--- config.mk ---
export PLATFORM = sky130hd
export DESIGN_NAME = axis_snapshot_buf
export DESIGN_NICKNAME = d
export VERILOG_FILES = /design/src/rtl/axis_snapshot_pkg.sv /design/src/rtl/axis_snapshot_ram.sv /design/src/rtl/axis_snapshot_buf.sv
export SDC_FILE = /design/constraint.sdc
export NUM_CORES = 2
export LEC_CHECK = 0
export CORE_ASPECT_RATIO = 1.75
export CORE_MARGIN = 10
export CORE_UTILIZATION = 50
export DETAILED_ROUTE_END_ITERATION = 6
export DONT_BUFFER_PORTS = 1
export PLACE_DENSITY = 0.7
export SETUP_SLACK_MARGIN = 0.15
export SYNTH_ARGS = -nofsm -noshare
export SYNTH_HDL_FRONTEND = slang
export SYNTH_SLANG_ARGS = --single-unit
--- constraint.sdc ---
create_clock -name aclk -period 5.8 [get_ports aclk]
set_input_delay 1.16 -clock aclk [delete_from_list [all_inputs] [get_ports aclk]]
set_output_delay 1.16 -clock aclk [all_outputs]
set_load 0.01 [all_outputs]
--- src/rtl/axis_snapshot_pkg.sv ---
// Shared definitions for the AXI-Stream snapshot buffer: FSM state encoding
// and default parameter values.
package axis_snapshot_pkg;

    localparam int unsigned STATE_W         = 2;
    localparam int unsigned DEF_TDATA_WIDTH = 32;
    localparam int unsigned DEF_DEPTH_LOG2  = 6;

    typedef enum logic [STATE_W-1:0] {
        ST_IDLE    = 2'd0,
        ST_ARMED   = 2'd1,
        ST_CAPTURE = 2'd2,
        ST_READOUT = 2'd3
    } state_t;

endpackage

--- src/rtl/axis_snapshot_ram.sv ---
// Simple dual-port capture memory: synchronous write, registered read.
// The read register only updates on rd_en, so it doubles as a holding stage
// for the readout pipeline.
module axis_snapshot_ram
    import axis_snapshot_pkg::*;
#(
    parameter int unsigned DATA_W = DEF_TDATA_WIDTH,
    parameter int unsigned ADDR_W = DEF_DEPTH_LOG2
) (
    input  logic              aclk,
    input  logic              wr_en,
    input  logic [ADDR_W-1:0] wr_addr,
    input  logic [DATA_W-1:0] wr_data,
    input  logic              rd_en,
    input  logic [ADDR_W-1:0] rd_addr,
    output logic [DATA_W-1:0] rd_data
);

    localparam int unsigned DEPTH = 1 << ADDR_W;

    logic [DATA_W-1:0] mem [DEPTH];

    // Write port
    always_ff @(posedge aclk) begin
        if (wr_en) begin
            mem[wr_addr] <= wr_data;
        end
    end

    // Registered read port, holds its value while rd_en is low
    always_ff @(posedge aclk) begin
        if (rd_en) begin
            rd_data <= mem[rd_addr];
        end
    end

endmodule

--- src/rtl/axis_snapshot_buf.sv ---
// AXI-Stream snapshot buffer: arm, wait for a qualified trigger beat, capture
// DEPTH consecutive valid beats into RAM, then replay them on the m_axis
// stream with tlast on the final beat.
// Optional feature macro: AXIS_SNAPSHOT_PRETRIG_EN -- while armed, every
// valid beat is written circularly so the capture window can start
// cfg_pretrig beats before the trigger.
module axis_snapshot_buf
    import axis_snapshot_pkg::*;
#(
    parameter int unsigned AXIS_TDATA_WIDTH = DEF_TDATA_WIDTH,
    parameter int unsigned DEPTH_LOG2       = DEF_DEPTH_LOG2
) (
    input  logic                        aclk,
    input  logic                        aresetn,
    input  logic                        cfg_arm,
    input  logic [DEPTH_LOG2-1:0]       cfg_pretrig,
    input  logic                        trig_flag,
    input  logic [AXIS_TDATA_WIDTH-1:0] s_axis_tdata,
    input  logic                        s_axis_tvalid,
    output logic                        s_axis_tready,
    output logic [AXIS_TDATA_WIDTH-1:0] m_axis_tdata,
    output logic                        m_axis_tvalid,
    input  logic                        m_axis_tready,
    output logic                        m_axis_tlast,
    output logic [STATE_W-1:0]          sts_state,
    output logic [AXIS_TDATA_WIDTH-1:0] sts_first
);

    localparam int unsigned DW    = AXIS_TDATA_WIDTH;
    localparam int unsigned AW    = DEPTH_LOG2;
    localparam int unsigned DEPTH = 1 << AW;
    localparam logic [AW-1:0] LAST_IDX = AW'(DEPTH - 1);

    state_t        state;
    logic [AW-1:0] wptr;      // next capture write address
    logic [AW-1:0] count;     // beats held in RAM for the current window
    logic [AW-1:0] rd_ptr;    // start address of the window, then read address
    logic [AW-1:0] rd_cnt;    // RAM reads issued during readout
    logic [AW-1:0] out_cnt;   // beats moved into the output register
    logic          rd_done;   // all DEPTH reads issued
    logic          ram_vld;   // RAM read register holds an unconsumed sample

`ifdef AXIS_SNAPSHOT_PRETRIG_EN
    logic [AW-1:0] since_arm; // valid beats written since arming (saturating)
`else
    logic          pretrig_unused;
    assign pretrig_unused = ^cfg_pretrig;
`endif

    logic          trig_hit;
    logic          wr_en;
    logic [AW-1:0] wr_addr;
    logic          out_free;
    logic          adv;
    logic          rd_issue;
    logic [DW-1:0] ram_rdata;

    assign s_axis_tready = 1'b1;
    assign sts_state     = state;

    // Trigger qualification and RAM write-port control
    always_comb begin
        trig_hit = 1'b0;
        wr_en    = 1'b0;
        wr_addr  = wptr;
        case (state)
            ST_ARMED: begin
`ifdef AXIS_SNAPSHOT_PRETRIG_EN
                trig_hit = s_axis_tvalid && trig_flag && (since_arm >= cfg_pretrig);
                wr_en    = s_axis_tvalid;
                wr_addr  = wptr;
`else
                trig_hit = s_axis_tvalid && trig_flag;
                wr_en    = trig_hit;
                wr_addr  = '0;
`endif
            end
            ST_CAPTURE: begin
                wr_en   = s_axis_tvalid;
                wr_addr = wptr;
            end
            default: begin
                wr_en = 1'b0;
            end
        endcase
    end

    // Readout pipeline handshakes: RAM read register feeds the output register
    always_comb begin
        out_free = !m_axis_tvalid || m_axis_tready;
        adv      = ram_vld && out_free;
        rd_issue = (state == ST_READOUT) && !rd_done && (!ram_vld || out_free);
    end

    axis_snapshot_ram #(
        .DATA_W (DW),
        .ADDR_W (AW)
    ) u_ram (
        .aclk    (aclk),
        .wr_en   (wr_en),
        .wr_addr (wr_addr),
        .wr_data (s_axis_tdata),
        .rd_en   (rd_issue),
        .rd_addr (rd_ptr),
        .rd_data (ram_rdata)
    );

    // Control FSM with capture counters and registered readout outputs
    always_ff @(posedge aclk or negedge aresetn) begin
        if (!aresetn) begin
            state         <= ST_IDLE;
            wptr          <= '0;
            count         <= '0;
            rd_ptr        <= '0;
            rd_cnt        <= '0;
            out_cnt       <= '0;
            rd_done       <= 1'b0;
            ram_vld       <= 1'b0;
            m_axis_tdata  <= '0;
            m_axis_tvalid <= 1'b0;
            m_axis_tlast  <= 1'b0;
            sts_first     <= '0;
`ifdef AXIS_SNAPSHOT_PRETRIG_EN
            since_arm     <= '0;
`endif
        end else begin
            if (state != ST_READOUT) begin
                rd_cnt  <= '0;
                out_cnt <= '0;
                rd_done <= 1'b0;
                ram_vld <= 1'b0;
            end
            case (state)
                ST_IDLE: begin
                    if (cfg_arm) begin
                        state <= ST_ARMED;
                        wptr  <= '0;
`ifdef AXIS_SNAPSHOT_PRETRIG_EN
                        since_arm <= '0;
`endif
                    end
                end
                ST_ARMED: begin
`ifdef AXIS_SNAPSHOT_PRETRIG_EN
                    if (s_axis_tvalid) begin
                        wptr <= wptr + AW'(1);
                        if (since_arm != LAST_IDX) begin
                            since_arm <= since_arm + AW'(1);
                        end
                    end
                    if (trig_hit) begin
                        sts_first <= s_axis_tdata;
                        rd_ptr    <= wptr - cfg_pretrig;
                        count     <= cfg_pretrig + AW'(1);
                        // A full pre-trigger window is already complete
                        if (cfg_pretrig == LAST_IDX) begin
                            state <= ST_READOUT;
                        end else begin
                            state <= ST_CAPTURE;
                        end
                    end
`else
                    if (trig_hit) begin
                        sts_first <= s_axis_tdata;
                        rd_ptr    <= '0;
                        wptr      <= AW'(1);
                        count     <= AW'(1);
                        state     <= ST_CAPTURE;
                    end
`endif
                end
                ST_CAPTURE: begin
                    if (s_axis_tvalid) begin
                        wptr  <= wptr + AW'(1);
                        count <= count + AW'(1);
                        if (count == LAST_IDX) begin
                            state <= ST_READOUT;
                        end
                    end
                end
                ST_READOUT: begin
                    if (rd_issue) begin
                        rd_ptr <= rd_ptr + AW'(1);
                        rd_cnt <= rd_cnt + AW'(1);
                        if (rd_cnt == LAST_IDX) begin
                            rd_done <= 1'b1;
                        end
                    end
                    if (rd_issue) begin
                        ram_vld <= 1'b1;
                    end else if (adv) begin
                        ram_vld <= 1'b0;
                    end
                    if (adv) begin
                        m_axis_tdata  <= ram_rdata;
                        m_axis_tvalid <= 1'b1;
                        m_axis_tlast  <= (out_cnt == LAST_IDX);
                        out_cnt       <= out_cnt + AW'(1);
                    end else if (m_axis_tvalid && m_axis_tready) begin
                        m_axis_tvalid <= 1'b0;
                        m_axis_tlast  <= 1'b0;
                        if (m_axis_tlast) begin
                            state <= ST_IDLE;
                        end
                    end
                end
                default: begin
                    state <= ST_IDLE;
                end
            endcase
        end
    end

endmodule

==> impl_results.md <==
* Post-CTS Resized at 0
* Pleak at 28.4 nW
* Clock share of power at 34.0%
* Share of cells above drive strength 1 at 26.0%
* Final GP Congestion at 0.829
* Syn_area_per_cell at 22.0 µm²
* Startpoint types: register
* Clock Tree Buf Depth at 4
* Setup tns final at 0 ns
* Logic pwr share at 14.4%
* Die Ht at 562 µm
* Vias in the first global route at 41.4k
* Max_slew headroom at 11.4%
* Setup Skew at 0.0614 ns
* TritonRoute pass-1 iters at 6
* Met1 WL at 72000 µm
* Post-DRT Antenna Nets at 0
* Cell Int Power at 0.0267 W
* Global-route wire length before repair at 310000 µm
* Die area at 185000 µm²
* Cell Chain, Critical Path: inv_1 -> ha_1 -> nand3_1 -> nor3b_1 -> nand3_1 -> nor2_4 -> buf_4
* Sinks on Clock Net at 2180
* RSZ-0062 raised after global routing: no
* Crit-path max cell delay at 1.07 ns
* Total power divided by cell area at 380 nW/µm²
* Wire length per cell at 34.7 µm
* Count of different cell masters after synthesis at 61
* VDD IR max at 0.270 mV
* Final instance area at 93000 µm²
* H-tree depth at 4
* FFs w/ async S/R, synth at 4.59%
* # rows at 198
* Final Cycle Share at 81.3%
* Slowest CP cell: nor2_4
* #FFs+latches synth at 2180
* Crit Path Class: register to register
* Switch share at 24.5%
* Largest net degree at the start of global routing at 88
* Mapped Cells at 3811
* Setup violators final at 0
* Hpwl dp at 131000 µm
* Placed cell area at 87300 µm²
* Die W at 329 µm
* Total number of vias at 40.3k
* Vias per Instance at 6.41
* Top-area cell type share of the netlist area at 74.6%
* Worst Hold Class: input pin to asynchronous set/reset pin
* Total GRT Usage at 23.6%
* Fin Hold WS at 0.0478 ns
* WL final at 218000 µm
* Syn nets at 3866
* Slack of the critical path at 1.09 ns
* Met3 wire length at 17600 µm
* Highest routed layer: met5
* Final hold viol count at 0
* CP top delay family: simple AND/OR/NAND/NOR gates
* Number of max-cap violations at 0
* Synth area leader: edfxtp_1
* Grt total ovfl at 0
* Critical path data arrival time at 5.20 ns
* Outcome: finished, final reports clean
* DRC errors left at 0
* CTS Root Cell: clkbuf_16
* Sequential power share at 51.6%
* Total CTS buffers at 186
* Starting Density at 50.3%
* Area contributors post-synth: edfxtp_1 (75%), mux4_2 (12%), dfrtp_1 (3.0%), mux2i_1 (3.0%), mux2_2 (1.6%)
* Initial antenna violation count at 9
* Clk_lat worst skew at 0.84 ns
* Pre-CTS WS at 1.13 ns
* Period minus WS final at 4.71 ns
* Worst path bufs/invs at 2
* Crit path max fanout at 17
* Cell area after synthesis at 83800 µm²
* Fin. max-slew vios at 0
* Most used DFF post-synth: edfxtp_1
* Metal2 WL at 116000 µm
* Crit. End Element: register
* Total net switching power at 0.00865 W
* P&R area growth vs syn at 11.0%
* IO Pins at 113
* Fmax at 212 MHz
* Synth Warn # at 0
* EDFF count, synth at 2080
* Fin nets at 4008
* Initial DRC count at 4875
* Port Buffers at 0
* Data required, critical path at 6.28 ns
* Most frequent CP cell: nand3_1
* Utilization after layout at 55.9%
* Core area at 166000 µm²
* Clock slew at reported path FFs at 0.07 ns
* Post-synthesis sequential area ratio at 77.5%
* Worst-Margin Slew at 1.33 ns
* CTS tree: built
final cells by class:
class | count | area, µm²
Tap cell | 2200 | 2750
Fill cell | 12200 | 73400
Timing Repair Buffer | 163 | 1400
Inverter | 11 | 41.3
Clock inverter | 86 | 683
Antenna cell | 1 | 2.50
Sequential cell | 2180 | 65000
Clock buffer | 233 | 5050
Multi-Input combinational cell | 1411 | 18100
layout by cell type (no fill, tap or decap), drive strengths merged, types with 5 or more instances in the layout:
| master | instances |
|---|---|
| edfxtp | 2080 |
| mux4 | 442 |
| mux2i | 250 |
| clkbuf | 233 |
| buf | 161 |
| mux2 | 120 |
| nor2 | 113 |
| dfrtp | 100 |
| o221ai | 68 |
| clkinv | 67 |
| nand2 | 62 |
| o21ai | 41 |
| o22ai | 36 |
| a221oi | 34 |
| a21oi | 26 |
| o31ai | 21 |
| nand3 | 21 |
| nor2b | 18 |
| a211o | 14 |
| a2111oi | 14 |
| ha | 11 |
| inv | 11 |
| a221o | 10 |
| clkinvlp | 10 |
| and2 | 10 |
| bufinv | 9 |
| a22oi | 7 |
| nor3 | 7 |
| a22o | 7 |
| nand3b | 6 |
| nand4 | 6 |
| xor2 | 6 |
| o211ai | 5 |
| or3 | 5 |
registers in the layout (all words and copies together) (netlist names), 2 cells and up:
register,count
wptr,6
u_ram.mem,2048
rd_cnt,6
count,6
m_axis_tdata,32
u_ram.rd_data,32
sts_first,32
out_cnt,6
sts_state,2
rd_ptr,6
per-stage QoR:
stage / total power, W / cells
after detailed placement: 0.0237 / 5962
after CTS: 0.0356 / 6284
after global routing: 0.0365 / 6285
final: 0.0354 / 6285
after global placement: 0.0237 / 5962
after floorplan: 0.0222 / 3811
cells in the mapped netlist (4+ instances only):
cell / number
a2111oi_0: 14
a211o_1: 14
a21o_1: 4
a21oi_1: 26
a221o_1: 10
a221oi_1: 34
a22o_1: 7
a22oi_1: 7
and2_1: 10
buf_1: 16
buf_2: 46
buf_4: 34
buf_6: 27
clkbuf_1: 86
dfrtp_1: 100
edfxtp_1: 2080
ha_1: 11
inv_1: 9
mux2_2: 120
mux2i_1: 250
mux4_2: 442
nand2_1: 62
nand3_1: 21
nand3b_1: 6
nand4_1: 6
nor2_1: 113
nor2b_1: 18
nor3_1: 7
o211ai_1: 5
o21ai_0: 39
o221ai_1: 68
o22a_1: 4
o22ai_1: 36
o311ai_1: 4
o31ai_1: 21
or3_1: 5
xor2_1: 6
layer usage:
layer / global-route usage (%) / up-vias
met5: 0 / -
met4: 11.6 / 4
met3: 4.12 / 494
met2: 41.9 / 2101
met1: 27.2 / 21400
li1: - / 16300
path summary, 6_finish.rpt:
| path | start | cells past startpoint | endpoint | slack, ns |
|---|---|---|---|---|
| hold / removal | aresetn | 0 | m_axis_tdata[15]$_DFFE_PN0P_ | 0.05 |
| hold reg to reg | u_ram.rd_data[17]$_DFFE_PP_ | 1 | m_axis_tdata[17]$_DFFE_PN0P_ | 0.44 |
| min in group aclk | s_axis_tdata[24] | 0 | u_ram.mem[54][24]$_DFFE_PP_ | 0.42 |
| setup / recovery | sts_state[0]$_DFFE_PN0P_ | 7 | u_ram.mem[23][6]$_DFFE_PP_ | 1.09 |
| setup reg to reg | sts_state[0]$_DFFE_PN0P_ | 7 | u_ram.mem[23][6]$_DFFE_PP_ | 1.09 |
| max in group asynchronous | aresetn | 1 | m_axis_tdata[14]$_DFFE_PN0P_ | 4.51 |
power by group through the flow:
| stage | sequential, W | clock (W) | combinational (W) |
|---|---|---|---|
| 6_report | 0.0182 | 0.0120 | 0.00510 |
| 5_1_grt | 0.0183 | 0.0128 | 0.00541 |
| 4_1_cts | 0.0183 | 0.0122 | 0.00516 |
| 3_5_place_dp | 0.0186 | 0 | 0.00512 |
| 3_3_place_gp | 0.0186 | 0 | 0.00508 |
| 2_1_floorplan | 0.0183 | 0 | 0.00386 |
logic make-up after synthesis:
| family | Yosys count | share of synthesized area [%] |
|---|---|---|
| DFF | 2180 | 77.5 |
| xor gates and xnor gates | 8 | 0.0836 |
| AOI/OAI and AO/OA | 318 | 2.87 |
| muxes | 812 | 16.5 |
| and+or+nand+nor | 261 | 1.41 |
| buffers and inverters | 220 | 1.45 |
| adders and majority gates | 11 | 0.164 |
| other | 1 | 0.00448 |
timing repair:
item | CTS | global route
hold buffers | 3 | 0
buffers inserted | 0 | 0
hold endpoints to repair | 10 | 0
No activity file was read; power rests on OpenSTA's default activity.
